## config.mk

```make
export PLATFORM = sky130hd
export DESIGN_NAME = alu_arbiter
export DESIGN_NICKNAME = d
export VERILOG_FILES = /design/src/rtl/alu_arbiter.sv
export SDC_FILE = /design/constraint.sdc
export NUM_CORES = 1
export LEC_CHECK = 0
export ABC_AREA = 0
export ABC_CLOCK_PERIOD_IN_PS = 4600
export BUFFER_PORTS_ARGS = -buffer_cell sky130_fd_sc_hd__buf_4
export CAP_MARGIN = 10
export CELL_PAD_IN_SITES_DETAIL_PLACEMENT = 0
export CELL_PAD_IN_SITES_GLOBAL_PLACEMENT = 1
export CORE_MARGIN = 4
export CORE_UTILIZATION = 36
export CTS_CLUSTER_SIZE = 25
export DETAILED_ROUTE_END_ITERATION = 7
export HOLD_SLACK_MARGIN = 0.05
export PLACE_DENSITY_LB_ADDON = 0.1
export SLEW_MARGIN = 10
export SYNTH_ARGS = -nofsm -noshare
export SYNTH_HDL_FRONTEND = slang
export SYNTH_SLANG_ARGS = --single-unit
```

## constraint.sdc

```tcl
create_clock -name clk -period 4.6 [get_ports clk]
set_input_delay 0.23 -clock clk [delete_from_list [all_inputs] [get_ports clk]]
set_output_delay 0.23 -clock clk [all_outputs]
set_load 0.05 [all_outputs]
```

## src/rtl/alu_arbiter.sv

```systemverilog
// alu_arbiter: round-robin sharing of one 32-bit ALU between NUM_REQ
// valid/ready requesters, with a single tagged response register.
// Optional build macro: ALU_ARB_STATS_EN adds per-requester saturating
// 16-bit grant counters on output grant_count.

// Shared 32-bit ALU: one-hot enables; no enable asserted returns 0.
module alu (
  input  logic [31:0] i_a,
  input  logic [31:0] i_b,
  input  logic        i_add_en,
  input  logic        i_sub_en,
  input  logic        i_xor_en,
  input  logic        i_or_en,
  input  logic        i_and_en,
  output logic [31:0] o_result
);
  // OR of gated results; with one-hot enables only one term is non-zero
  always_comb begin
    o_result = 32'd0;
    if (i_add_en) o_result = o_result | (i_a + i_b);
    if (i_sub_en) o_result = o_result | (i_a - i_b);
    if (i_xor_en) o_result = o_result | (i_a ^ i_b);
    if (i_or_en)  o_result = o_result | (i_a | i_b);
    if (i_and_en) o_result = o_result | (i_a & i_b);
  end
endmodule

module alu_arbiter #(
  parameter  int NUM_REQ = 2,
  localparam int ID_W    = $clog2(NUM_REQ)
) (
  input  logic                   clk,
  input  logic                   reset,
  input  logic [NUM_REQ-1:0]     req_valid,
  output logic [NUM_REQ-1:0]     req_ready,
  input  logic [3*NUM_REQ-1:0]   req_op,
  input  logic [32*NUM_REQ-1:0]  req_a,
  input  logic [32*NUM_REQ-1:0]  req_b,
  output logic                   rsp_valid,
  input  logic                   rsp_ready,
  output logic [ID_W-1:0]        rsp_id,
  output logic [31:0]            rsp_data
`ifdef ALU_ARB_STATS_EN
  ,
  output logic [16*NUM_REQ-1:0]  grant_count
`endif
);

  typedef enum logic {EMPTY = 1'b0, FULL = 1'b1} state_t;

  state_t          r_state;
  logic [ID_W-1:0] r_last_grant;
  logic [ID_W-1:0] r_rsp_id;
  logic [31:0]     r_rsp_data;

  logic            w_found;
  logic [ID_W-1:0] w_grant;
  logic            w_can_accept;
  logic            w_accept;
  logic [2:0]      w_op;
  logic [31:0]     w_a;
  logic [31:0]     w_b;
  logic [31:0]     w_alu_result;

  assign w_can_accept = (r_state == EMPTY) || rsp_ready;
  assign w_accept     = w_found && w_can_accept;

  // Round-robin search starting one past the last accepted requester
  always_comb begin
    int              idx;
    logic [ID_W-1:0] idx_v;
    w_found = 1'b0;
    w_grant = '0;
    for (int i = 1; i <= NUM_REQ; i++) begin
      idx   = (int'(r_last_grant) + i) % NUM_REQ;
      idx_v = idx[ID_W-1:0];
      if (!w_found && req_valid[idx_v]) begin
        w_found = 1'b1;
        w_grant = idx_v;
      end
    end
  end

  // Ready only to the winner, and only when the result slot can take it
  always_comb begin
    req_ready = '0;
    if (w_accept) req_ready[w_grant] = 1'b1;
  end

  assign w_op = req_op[int'(w_grant)*3 +: 3];
  assign w_a  = req_a[int'(w_grant)*32 +: 32];
  assign w_b  = req_b[int'(w_grant)*32 +: 32];

  // Enables fire only on acceptance; illegal ops (5-7) leave all low
  alu u_alu (
    .i_a      (w_a),
    .i_b      (w_b),
    .i_add_en (w_accept && (w_op == 3'd0)),
    .i_sub_en (w_accept && (w_op == 3'd1)),
    .i_xor_en (w_accept && (w_op == 3'd2)),
    .i_or_en  (w_accept && (w_op == 3'd3)),
    .i_and_en (w_accept && (w_op == 3'd4)),
    .o_result (w_alu_result)
  );

  // EMPTY/FULL result register; accept overwrites, bare handshake drains
  always_ff @(posedge clk or posedge reset) begin
    if (reset) begin
      r_state      <= EMPTY;
      r_rsp_id     <= '0;
      r_rsp_data   <= 32'd0;
      r_last_grant <= ID_W'(NUM_REQ - 1);
    end else if (w_accept) begin
      r_state      <= FULL;
      r_rsp_id     <= w_grant;
      r_rsp_data   <= w_alu_result;
      r_last_grant <= w_grant;
    end else if ((r_state == FULL) && rsp_ready) begin
      r_state      <= EMPTY;
    end
  end

  assign rsp_valid = (r_state == FULL);
  assign rsp_id    = r_rsp_id;
  assign rsp_data  = r_rsp_data;

`ifdef ALU_ARB_STATS_EN
  generate
    for (genvar gi = 0; gi < NUM_REQ; gi++) begin : g_stats
      logic [15:0] r_count;
      // Count accepts for this requester, sticking at the maximum
      always_ff @(posedge clk or posedge reset) begin
        if (reset) begin
          r_count <= 16'd0;
        end else if (w_accept && (w_grant == ID_W'(gi)) && (r_count != 16'hFFFF)) begin
          r_count <= r_count + 16'd1;
        end
      end
      assign grant_count[gi*16 +: 16] = r_count;
    end
  endgenerate
`endif

endmodule

```

==> results.sh <==
export IMPL_outcome="complete, no violations"
export IMPL_layout_common_cells="buf_4 (197), inv_1 (95), ha_1 (95), nor2_1 (94), a21oi_1 (87)"
export IMPL_start_kind="register"
export IMPL_layout_commonest_cell="buf_4"
export IMPL_cts_buffer_depth=2
export IMPL_power_frac_comb_pct=69.0
export IMPL_core_mm2=0.01896
export IMPL_synth_cells=951
export IMPL_swShare_pct=51.49
export IMPL_place_gp_congestion=0.9205
export IMPL_htree_levels=2
export IMPL_cts_resized=0
export IMPL_r2r_start="r_last_grant$_DFFE_PP1P_"
export IMPL_clk_latency_ps=300
export IMPL_cts_sinks=35
export IMPL_grt_overflow=0
export IMPL_grt_max_degree=38
export IMPL_dieArea_mm2=0.02182
export IMPL_final_max_slew_viol_count=0
export IMPL_hold_class="input port to asynchronous set/reset pin"
export IMPL_critPathArrivalTime_ps=4360
export IMPL_fin_crit_sh_pct=90.60
export IMPL_rsz0062_at_grt="false"
export IMPL_cts_tree="done"
export IMPL_grt_use_total_pct=22.55
export IMPL_drive_gt1_share_pct=24.02
export IMPL_worstMarginPinSlew_ps=764.4
export IMPL_crit_start="r_last_grant$_DFFE_PP1P_"
export IMPL_die_h_um=147.7
export IMPL_n_antenna_cell=0
export IMPL_cts_clk_slew_worst_paths_ps=70
export IMPL_internal_power_mw=1.216
export IMPL_final_min_clock_period_ps=4167
export IMPL_slew_limit_headroom_pct=48.60
export IMPL_power_share_clock_pct=14.4
export IMPL_antenna_found_initial=0
export IMPL_nets=1334
export IMPL_n_fill_cell=2006
export IMPL_drt_wirelength_per_cell_um=18.61
export IMPL_die_w_um=147.7
export IMPL_synth_area_mm2=0.007027
export IMPL_crit_type="register to register"
export IMPL_worstPathRequired_ps=4790
export IMPL_max_freq_ghz=0.2400
export IMPL_vias=7535
export IMPL_powerDensity_mw_per_mm2=285.6
export IMPL_total_power_mw=2.507
export IMPL_max_vdd_ir_drop_mv=0.1869
export IMPL_drc=0
export IMPL_row_count=50
export IMPL_drtIter0Drc=447
export IMPL_hold_buffers=0
export IMPL_power_frac_seq_pct=16.6
export IMPL_grt_pass1_wl_mm=39.80
export IMPL_dr_pass1_iters=5
export IMPL_p_leak_nw=4.196
export IMPL_cp_end_kind="register"
export IMPL_io_pins=175
export IMPL_yosysUniqueCellTypes=83
export IMPL_grt_pass1_vias=7240
export IMPL_ys_warnings_count=0
export IMPL_antenna_left=0
export IMPL_fin_area_mm2=0.008776
export IMPL_syn_to_final_growth_pct=24.89
export IMPL_synthesis_nets=1187
export IMPL_numPortBuffers=174
export IMPL_drt_total_wl_mm=25.29
export IMPL_synth_async_reset_ratio_pct=100.0
export IMPL_skew_ps=7.750
export IMPL_place_area_mm2=0.008640
export IMPL_viasPerCell=5.545
export IMPL_final_cell_count_no_fill=1359
export IMPL_cts_setup_buffers=0
export IMPL_hold_viol_final=0
export IMPL_synth_avg_cell_area_um2=7.389
export IMPL_seq_area_frac_synth_pct=12.48
export IMPL_cts_buffers=5
export IMPL_ys_flop_type="dfrtp_1"
export IMPL_start_util_pct=37.07
export IMPL_setup_viol=0
export IMPL_cp_max_fo=37
export IMPL_drv_cap=0
export IMPL_ys_ff_latch=35
export IMPL_synth_edf_count=0
export IMPL_hpwl_mm=19.49
export IMPL_dpl_cell_count=1351
export IMPL_cts_root_buffer="clkbuf_16"
export IMPL_p_switching_mw=1.291
export IMPL_fin_tns_setup_ps=0
[kinds of logic after synthesis]
| group | after synthesis | synth area share, % |
|---|---|---|
| AOI/OAI and AO/OA | 321 | 30.82 |
| xor gates and xnor gates | 12 | 1.496 |
| adders and majority gates | 97 | 17.49 |
| buffers and inverters | 157 | 8.939 |
| DFF | 35 | 12.48 |
| muxes | 78 | 11.75 |
| and+or+nand+nor | 251 | 17.02 |
[power by group through the flow]
stage | registers, mW | logic, mW | clock network, mW
2_1_floorplan | 0.647 | 0.977 | 0
3_3_place_gp | 0.421 | 1.72 | 0
3_5_place_dp | 0.421 | 1.72 | 0
4_1_cts | 0.416 | 1.73 | 0.371
5_1_grt | 0.425 | 1.89 | 0.381
6_report | 0.416 | 1.73 | 0.360
[critical path, cell delays in order, from the launching register on]
cell	delay, ps
dfstp_2	380
a21boi_4	190
buf_12	260
mux2_2	380
inv_1	80
ha_1	170
inv_1	60
fa_1	440
nor2b_1	160
o21ai_0	480
a211o_1	230
a21oi_1	130
a21oi_1	370
o21bai_1	140
a21oi_1	200
mux2i_1	100
o32a_1	280
[Yosys cell counts, drive strengths merged, types with 4 or more instances]
cell type  number  share of area (%)
o21bai         11                1.2
o21ai          76                5.6
and3            6               0.61
nor4            7               0.62
mux2i          42                6.0
a31oi           8               0.71
a21o           18                1.9
ha             95                 17
a2111oi         6               0.77
o22ai           8               0.71
o21a            9               0.96
dfrtp          34                 12
xnor2          10                1.2
o211ai         13                1.4
nor2           95                5.3
buf            23                1.7
a211oi         11                1.2
clkbuf         36                1.9
nand4           7               0.62
nor3           17                1.3
inv            98                5.3
o221ai          4               0.50
o31ai          14                1.5
a311oi          5               0.96
a221oi         14                1.9
a21oi          87                6.2
nand2          63                3.4
nor2b          14                1.2
and2            4               0.36
a211o           4               0.50
or3             6               0.53
mux2           36                5.8
nand3          14                1.0
[path summary, 6_finish.rpt]
path | endpoint | slack (ps) | cells past startpoint
worst max-delay path | rsp_data[24]$_DFFE_PP0P_ | 430 | 16
worst min-delay path | rsp_data[31]$_DFFE_PP0P_ | 80 | 3
worst max register to register | rsp_data[24]$_DFFE_PP0P_ | 430 | 16
worst min register to register | rsp_id$_DFFE_PP0P_ | 490 | 1
max in group asynchronous | rsp_data[6]$_DFFE_PP0P_ | 4140 | 3
min in group clk | rsp_valid$_DFFE_PP0P_ | 180 | 3
[flip-flops by register name, summed over array words and instances, names as in the netlist]
| register | cells |
|---|---|
| rsp_data | 32 |
| rsp_valid | 1 |
| r_last_grant | 1 |
| rsp_id | 1 |
[per-layer routing]
layer | part of all wire [%] | vias to the layer above | GRT usage, %
met4 | 1.9 | 0 | 5.359
met2 | 45 | 252 | 36.43
met5 | 0 | - | 0
met3 | 5.3 | 26 | 3.066
met1 | 48 | 3541 | 31.88
li1 | - | 3716 | -
[through the flow]
stage	hold slack (ps)	util [%]	setup WS (ps)
finish	76.68	46.30	432.6
global route	139.5	46.30	37.41
CTS	104.7	46.30	442.9
detailed placement	420.4	45.58	436.7
global placement	418.2	45.58	492.9
floorplan	333.9	-	123.4
[cell type report]
class	count	area, um^2	share of cell area (%)
multi-input cells	759	5548	63.22
repair buffers	199	1519	17.31
inverters	98	370.4	4.220
well taps	260	325.3	3.707
flip-flops and latches	35	877.1	9.994
clock buffers	8	136.4	1.554
Note: power is estimated with default switching activity, not from simulation.
